$ cat src/rtl/fifo_word_serializer_pkg.sv
// Shared defaults and state encoding for the FIFO word serializer.
// Also used by the word FIFO so both sides agree on word and slice widths.
package fifo_word_serializer_pkg;

  localparam int DEF_DATA_W = 32;
  localparam int DEF_OUT_W  = 8;

  typedef enum logic {
    ST_EMPTY  = 1'b0,
    ST_ACTIVE = 1'b1
  } ser_state_t;

  // A 1-slice word still needs a 1-bit counter.
  function automatic int slice_cnt_w(input int nslice);
    return (nslice > 1) ? $clog2(nslice) : 1;
  endfunction

endpackage

$ cat src/rtl/fifo_word_serializer.sv
// Drains a first-word-fall-through FIFO and emits each word as OUT_W-wide
// slices on a valid/ready stream, flagging the last slice of every word.
//
// state     | meaning
// ----------+---------------------------------------------------------
// ST_EMPTY  | no word held; pops as soon as the FIFO is non-empty
// ST_ACTIVE | word held in the shift register; out_valid asserted
module fifo_word_serializer
  import fifo_word_serializer_pkg::*;
#(
  parameter int DATA_W    = DEF_DATA_W,
  parameter int OUT_W     = DEF_OUT_W,
  parameter bit MSB_FIRST = 1'b1
) (
  input  logic              clk,
  input  logic              reset,
  input  logic              fifo_empty,
  input  logic [DATA_W-1:0] fifo_rd_data,
  output logic              fifo_rd,
  output logic [OUT_W-1:0]  out_data,
  output logic              out_valid,
  input  logic              out_ready,
  output logic              out_last,
  output logic              busy
);

  localparam int NSLICE = DATA_W / OUT_W;
  localparam int CNT_W  = slice_cnt_w(NSLICE);
  localparam logic [CNT_W-1:0] LAST_CNT = CNT_W'(NSLICE - 1);

  ser_state_t        state;
  ser_state_t        state_nxt;
  logic [CNT_W-1:0]  cnt;
  logic [DATA_W-1:0] sreg;
  logic [DATA_W-1:0] sreg_shifted;
  logic              accept;

  assign out_valid = (state == ST_ACTIVE);
  assign busy      = out_valid;
  assign accept    = out_valid && out_ready;
  assign out_last  = (state == ST_ACTIVE) && (cnt == LAST_CNT);

  // Pop whenever idle, or when the last slice leaves, so reloads are bubble-free.
  assign fifo_rd = !reset && !fifo_empty &&
                   ((state == ST_EMPTY) || (accept && out_last));

  generate
    if (MSB_FIRST) begin : g_msb
      assign out_data     = sreg[DATA_W-1 -: OUT_W];
      assign sreg_shifted = sreg << OUT_W;
    end else begin : g_lsb
      assign out_data     = sreg[OUT_W-1:0];
      assign sreg_shifted = sreg >> OUT_W;
    end
  endgenerate

  always_comb begin
    state_nxt = state;
    case (state)
      ST_EMPTY: begin
        if (fifo_rd) state_nxt = ST_ACTIVE;
      end
      ST_ACTIVE: begin
        if (accept && out_last) state_nxt = fifo_rd ? ST_ACTIVE : ST_EMPTY;
      end
      default: state_nxt = ST_EMPTY;
    endcase
  end

  always_ff @(posedge clk) begin
    if (reset) begin
      state <= ST_EMPTY;
      cnt   <= '0;
      sreg  <= '0;
    end else begin
      state <= state_nxt;
      if (fifo_rd) begin
        sreg <= fifo_rd_data;
        cnt  <= '0;
      end else if (accept) begin
        sreg <= sreg_shifted;
        cnt  <= cnt + 1'b1;
      end
    end
  end

endmodule

$ cat config.mk
export PLATFORM = sky130hd
export DESIGN_NAME = fifo_word_serializer
export DESIGN_NICKNAME = d
export VERILOG_FILES = /design/src/rtl/fifo_word_serializer_pkg.sv /design/src/rtl/fifo_word_serializer.sv
export SDC_FILE = /design/constraint.sdc
export NUM_CORES = 1
export LEC_CHECK = 0
export ABC_AREA = 1
export CAP_MARGIN = 20
export CORE_ASPECT_RATIO = 1.5
export CORE_MARGIN = 2
export CORE_UTILIZATION = 59
export CTS_BUF_LIST = sky130_fd_sc_hd__clkbuf_8
export CTS_CLUSTER_SIZE = 16
export DETAILED_ROUTE_END_ITERATION = 10
export DONT_BUFFER_PORTS = 1
export GPL_TIMING_DRIVEN = 0
export PLACE_DENSITY = 0.9
export RECOVER_POWER = 25
export SYNTH_ARGS = -nofsm -noshare
export SYNTH_HDL_FRONTEND = slang
export SYNTH_SLANG_ARGS = --single-unit
export TNS_END_PERCENT = 5
$ cat constraint.sdc
create_clock -name clk -period 1.6 [get_ports clk]
set_clock_uncertainty 0.2 [all_clocks]
set_input_delay 0.48 -clock clk [delete_from_list [all_inputs] [get_ports clk]]
set_output_delay 0.48 -clock clk [all_outputs]
set_load 0.03 [all_outputs]
==> flow_metrics.env <==
export IMPL_setup_ws_ps=-209.6
export IMPL_cts_root_buffer="clkbuf_8"
export IMPL_drive_gt1_share_pct=22.07
export IMPL_period_share_pct=113.1
export IMPL_rsz0062_at_grt="yes"
export IMPL_synthMuxAreaShare_pct=0
export IMPL_cts_tree="yes"
export IMPL_worst_ep_required_time_ps=920
export IMPL_io_buffers=0
export IMPL_layout_nets=327
export IMPL_fin_area_sq_um=2228
export IMPL_drcViolationCount=0
export IMPL_grt_pass1_wl_mm=7.189
export IMPL_vdd_drop_max_mv=0.8086
export IMPL_coreArea_sq_um=3128
export IMPL_cts_hold_fix_buffers=0
export IMPL_clkPwrFrac_pct=31.1
export IMPL_final_cells=330
export IMPL_start_util_pct=61.44
export IMPL_final_setup_viol_count=13
export IMPL_vias=1756
export IMPL_via_per_inst=5.321
export IMPL_diodes=0
export IMPL_syn_instance_count=277
export IMPL_antenna_left=0
export IMPL_swShare_pct=29.66
export IMPL_dieArea_sq_um=3739
export IMPL_p_comb_share_pct=21.9
export IMPL_hp_class="primary input to flop"
export IMPL_grt_pass1_vias=1691
export IMPL_drv_cap=0
export IMPL_grt_max_degree=11
export IMPL_tightest_slew_ps=438.6
export IMPL_cp_common_cell="nand2_2"
export IMPL_violations="negative setup slack"
export IMPL_dp_cells=317
export IMPL_fmax_mhz=552.6
export IMPL_status="finished with violations"
export IMPL_fin_total_pwr_mw=2.072
export IMPL_cp_cell_sequence="ha_4, nand2_2, nand2_2, buf_6, nand2_4, inv_6"
export IMPL_rrSetupSlack_ps=-60
export IMPL_maxSlewHeadroom_pct=70.76
export IMPL_syn_nets=314
export IMPL_powerDensity_nw_per_um2=929.8
export IMPL_hold_slack_ps=72.55
export IMPL_seqPwrFrac_pct=47.0
export IMPL_cts_buffers=5
export IMPL_first_pass_iters=4
export IMPL_yosysSeqAreaShare_pct=36.46
export IMPL_wire_per_inst_um=13.35
export IMPL_ys_ff_latch=35
export IMPL_synth_xor_area_share_pct=0.4557
export IMPL_io_pin_count=48
export IMPL_drt_wl_total_mm=4.406
export IMPL_hpwlAfterDp_mm=3.068
export IMPL_netlist_area_sq_um=1922
export IMPL_cp_slowest_stage_delay_ps=360
export IMPL_startpoint_type="flop"
export IMPL_synth_compound_area_share_pct=17.97
export IMPL_ctsHtreeMaxLevel=2
export IMPL_place_congestion=0.8679
export IMPL_placed_cell_area_sq_um=1978
export IMPL_synthSimpleGateAreaFrac_pct=28.71
export IMPL_path_max_fanout=3
export IMPL_fp_dieH_um=73.90
export IMPL_synth_top_family_by_area="simple AND/OR/NAND/NOR gates"
export IMPL_dieWidth_um=50.60
export IMPL_areaGrowthSynthToFinish_pct=15.95
export IMPL_total_switching_power_mw=0.6145
export IMPL_synthAdderAreaFrac_pct=0.6510
export IMPL_grt_usage_pct=25.66
export IMPL_cts_sinks=35
export IMPL_slew_viol_final=0
export IMPL_rows=25
export IMPL_fin_crit_ps=1810
export IMPL_antenna_found_initial=0
export IMPL_cts_path_max_buffers=2
export IMPL_critPathKind="flop to primary output"
export IMPL_intPower_mw=1.458
export IMPL_fin_tns_setup_ps=-743.8
export IMPL_insertion_delay_ps=290
export IMPL_cp_end_kind="primary output"
export IMPL_syn_avg_cell_area_sq_um=6.938
export IMPL_first_iter_violations=51
export IMPL_cpMaxStageDelayCell="dfxtp_2"
export IMPL_gr_total_overflow=0
export IMPL_hold_violations=0
export IMPL_leakage_nw=1.004
export IMPL_clk_pin_slew_ps=60
export IMPL_synth_cell_type_count=18
export IMPL_yosys_warnings=0
export IMPL_arrival_ps=1130
==> path summary, 6_finish.rpt <==
check,from,end,cells past startpoint
max,cnt[0],fifo_rd,6
min,fifo_empty,busy,1
max reg2reg,cnt[0],sreg[26],10
min reg2reg,sreg[4],sreg[4],2
==> cells by family (layout without fill, tap and decap cells) <==
family / Yosys count / in the layout
compound gates: 57 / 57
xor+xnor: 1 / 1
fa+ha+maj: 1 / 1
buf+inv: 58 / 71
flops: 35 / 35
simple gates: 125 / 125
==> cells in the mapped netlist <==
cell	instances	area, sq um
nand3_1	41	205.2
nand2_2	1	6.260
a21oi_1	33	165.2
ha_1	1	12.51
buf_6	5	56.30
buf_4	9	67.56
nor2_8	1	20.02
nor3b_1	1	7.510
inv_1	27	101.4
dfxtp_1	35	700.7
clkbuf_1	6	22.52
nand2_4	1	11.26
nor2_1	48	180.2
nand2_1	31	116.4
buf_2	11	55.05
o21bai_1	24	180.2
nor3_1	1	5.000
xor2_1	1	8.760
==> power groups by stage <==
stage                     Sequential (mW)  Combinational [mW]  Clock (mW)
after detailed placement            0.994               0.403           0
after global placement              0.990               0.395           0
after global routing                0.984               0.503       0.675
after CTS                           0.975               0.422       0.653
final                               0.975               0.454       0.644
after floorplan                     0.986               0.343           0
==> final cells by class <==
cell class              instances  area [sq um]
plain buffers                  31         236.5
clock buffers                   6         82.58
clock inverters                 1         5.005
fillers                       261         899.6
inverters                      27         106.4
multi-input cells             184         988.4
flip-flops and latches         35         706.9
well taps                      40         50.05
repair buffers                  6         52.55
==> per-layer routing <==
layer	vias up	share of wire (%)	track usage, %
met2	50	53	49.12
met3	13	6.9	7.114
met4	0	2.7	11.41
met5	-	0	0
met1	787	38	25.22
li1	906	-	-
==> sequential cells by signal, summed over array words and instances (netlist names) <==
name  cells
busy      1
cnt       2
sreg     32
==> layout by cell type (no fill, tap or decap), types with 2 or more instances in the layout <==
| master | instances |
|---|---|
| nand3_2 | 3 |
| dfxtp_1 | 32 |
| a21oi_2 | 8 |
| dfxtp_2 | 2 |
| buf_2 | 10 |
| o21bai_1 | 24 |
| a21oi_1 | 25 |
| buf_8 | 2 |
| nand2_4 | 2 |
| buf_4 | 14 |
| nand3_1 | 38 |
| clkbuf_1 | 3 |
| inv_1 | 25 |
| clkbuf_8 | 6 |
| buf_6 | 6 |
| nand2_1 | 28 |
| nand2_2 | 3 |
| nor2_1 | 48 |
==> through the flow <==
step / utilization [%] / setup slack [ps]
4_1_cts: 68.20 / -208.2
5_1_grt: 71.24 / -255.8
3_5_place_dp: 63.24 / -179.5
3_3_place_gp: 63.24 / -152.7
6_report: 71.24 / -209.6
2_1_floorplan: - / -75.49
==> repair_timing <==
| item | 4_1_cts | 5_1_grt |
|---|---|---|
| pin swaps | 2 | 5 |
| gates resized for setup | 17 | 20 |
| endpoints found under the setup margin | 35 | 23 |
| cloned | 0 | 0 |
| buffers inserted | 3 | 3 |
==> worst max-delay path, delay by kind of cell, from the launching register on <==
kind | cells | cell delay [ps]
flops | 1 | 360
fa+ha+maj | 1 | 140
simple gates | 3 | 160
buf+inv | 2 | 190
(Power assumes the default switching activity.)
==> RTL edit (same settings) <==
Change the package constant `DEF_OUT_W` from 8 to 12.
--- a/src/rtl/fifo_word_serializer_pkg.sv
+++ b/src/rtl/fifo_word_serializer_pkg.sv
@@ -3,7 +3,7 @@
 package fifo_word_serializer_pkg;
 
   localparam int DEF_DATA_W = 32;
-  localparam int DEF_OUT_W  = 8;
+  localparam int DEF_OUT_W  = 12;
 
   typedef enum logic {
     ST_EMPTY  = 1'b0,
Ports: changed (resized out_data); port bits go from 48 to 52. The function was not compared with the original's and may differ.
==> RTL edit against the unedited design <==
The flow still finishes with violations (negative setup slack). Register-to-register slack better by 0.16 ns. Critical path depth down 3. Die area down 4.3%. Total power down 2.5%. Setup slack better by 0.19 ns. Routed wire length down 9.5%. Critical path type unchanged. Sequential cell count down 1. First-iteration DRC count down 24%. Area after synthesis down 4.6%. Design area down 8.0%.
==> RTL edit: results (changes against the unedited design) <==
grt_start_max_net_pins: 18  # +7
synth.distinct_cells: 16  # -2
grt_pass1_wl_microns: 6755  # -6.0%
synth_nets: 293  # -6.7%
gr-usage-met3_pct: 7.819  # +0.71 points
global_route.usage.met1_pct: 26.48  # +1.3 points
dp_slack_ns: -0.1847  # -0.005183 ns
layout-drive-gt1-share_pct: 19.70  # -2.4 points
synth_xor_area_share_pct: 0.4778  # +0.022 points
route.detailed.wl_per_inst_microns: 12.95  # -3.0%
route.met2.wl_microns: 2138  # -7.9%
synth_common_cells: "nand3_1, nor2_1, dfxtp_1"
layout.cells.non_filler: 308  # -6.7%
vdd_ir_drop_max_mv: 0.9156  # +13%
synth.area.top_cells: "dfxtp_1, nand3_1, a21oi_1"
n_fill_cell: 263  # +0.77%
dpl.cell_count: 296  # -6.6%
powerSeq_uw: 942  # -3.4%
m1WireLength_microns: 1496  # -10%
ys_seq_area_share_pct: 37.13  # +0.67 points
worst_slack_ns: -0.01835  # +0.1913 ns
status: "complete, but fails checks"
synth_adder_area_share_pct: 0  # -0.65 points
crit_fanout: 6  # +3
met2_usage_pct: 44.14  # -5.0 points
violations: "negative setup slack"
synth-compound-area-share_pct: 17.20  # -0.77 points
first_iter_violations: 39  # -24%
setup_violations: 3  # -10
-- RTL edit: cell type report --
cell class / count / area, sq um / share of cell area, %
Multi-Input combinational cell: 167 / 859.6 / 41.92
Sequential cell: 34 / 685.7 / 33.43
Buffer: 32 / 234.0 / 11.41
Inverter: 23 / 93.84 / 4.576
Clock buffer: 6 / 82.58 / 4.027
Tap cell: 39 / 48.80 / 2.379
Timing Repair Buffer: 5 / 37.54 / 1.830
Clock inverter: 2 / 8.758 / 0.4271
-- RTL edit: how the worst min path moves through the flow --
stage                           to  slack (ns)  cells past startpoint
after detailed placement  sreg[11]        0.27                      2
after global routing          busy        0.07                      1
after floorplan           sreg[10]        0.26                      2
after global placement     sreg[0]        0.27                      2
final                         busy        0.07                      1
after CTS                     busy        0.07                      1
-- RTL edit: what timing repair did --
action	in CTS	in global routing
gates resized for setup	7	8
pin swaps	2	0
setup endpoints to repair	3	28
buffers inserted	5	0
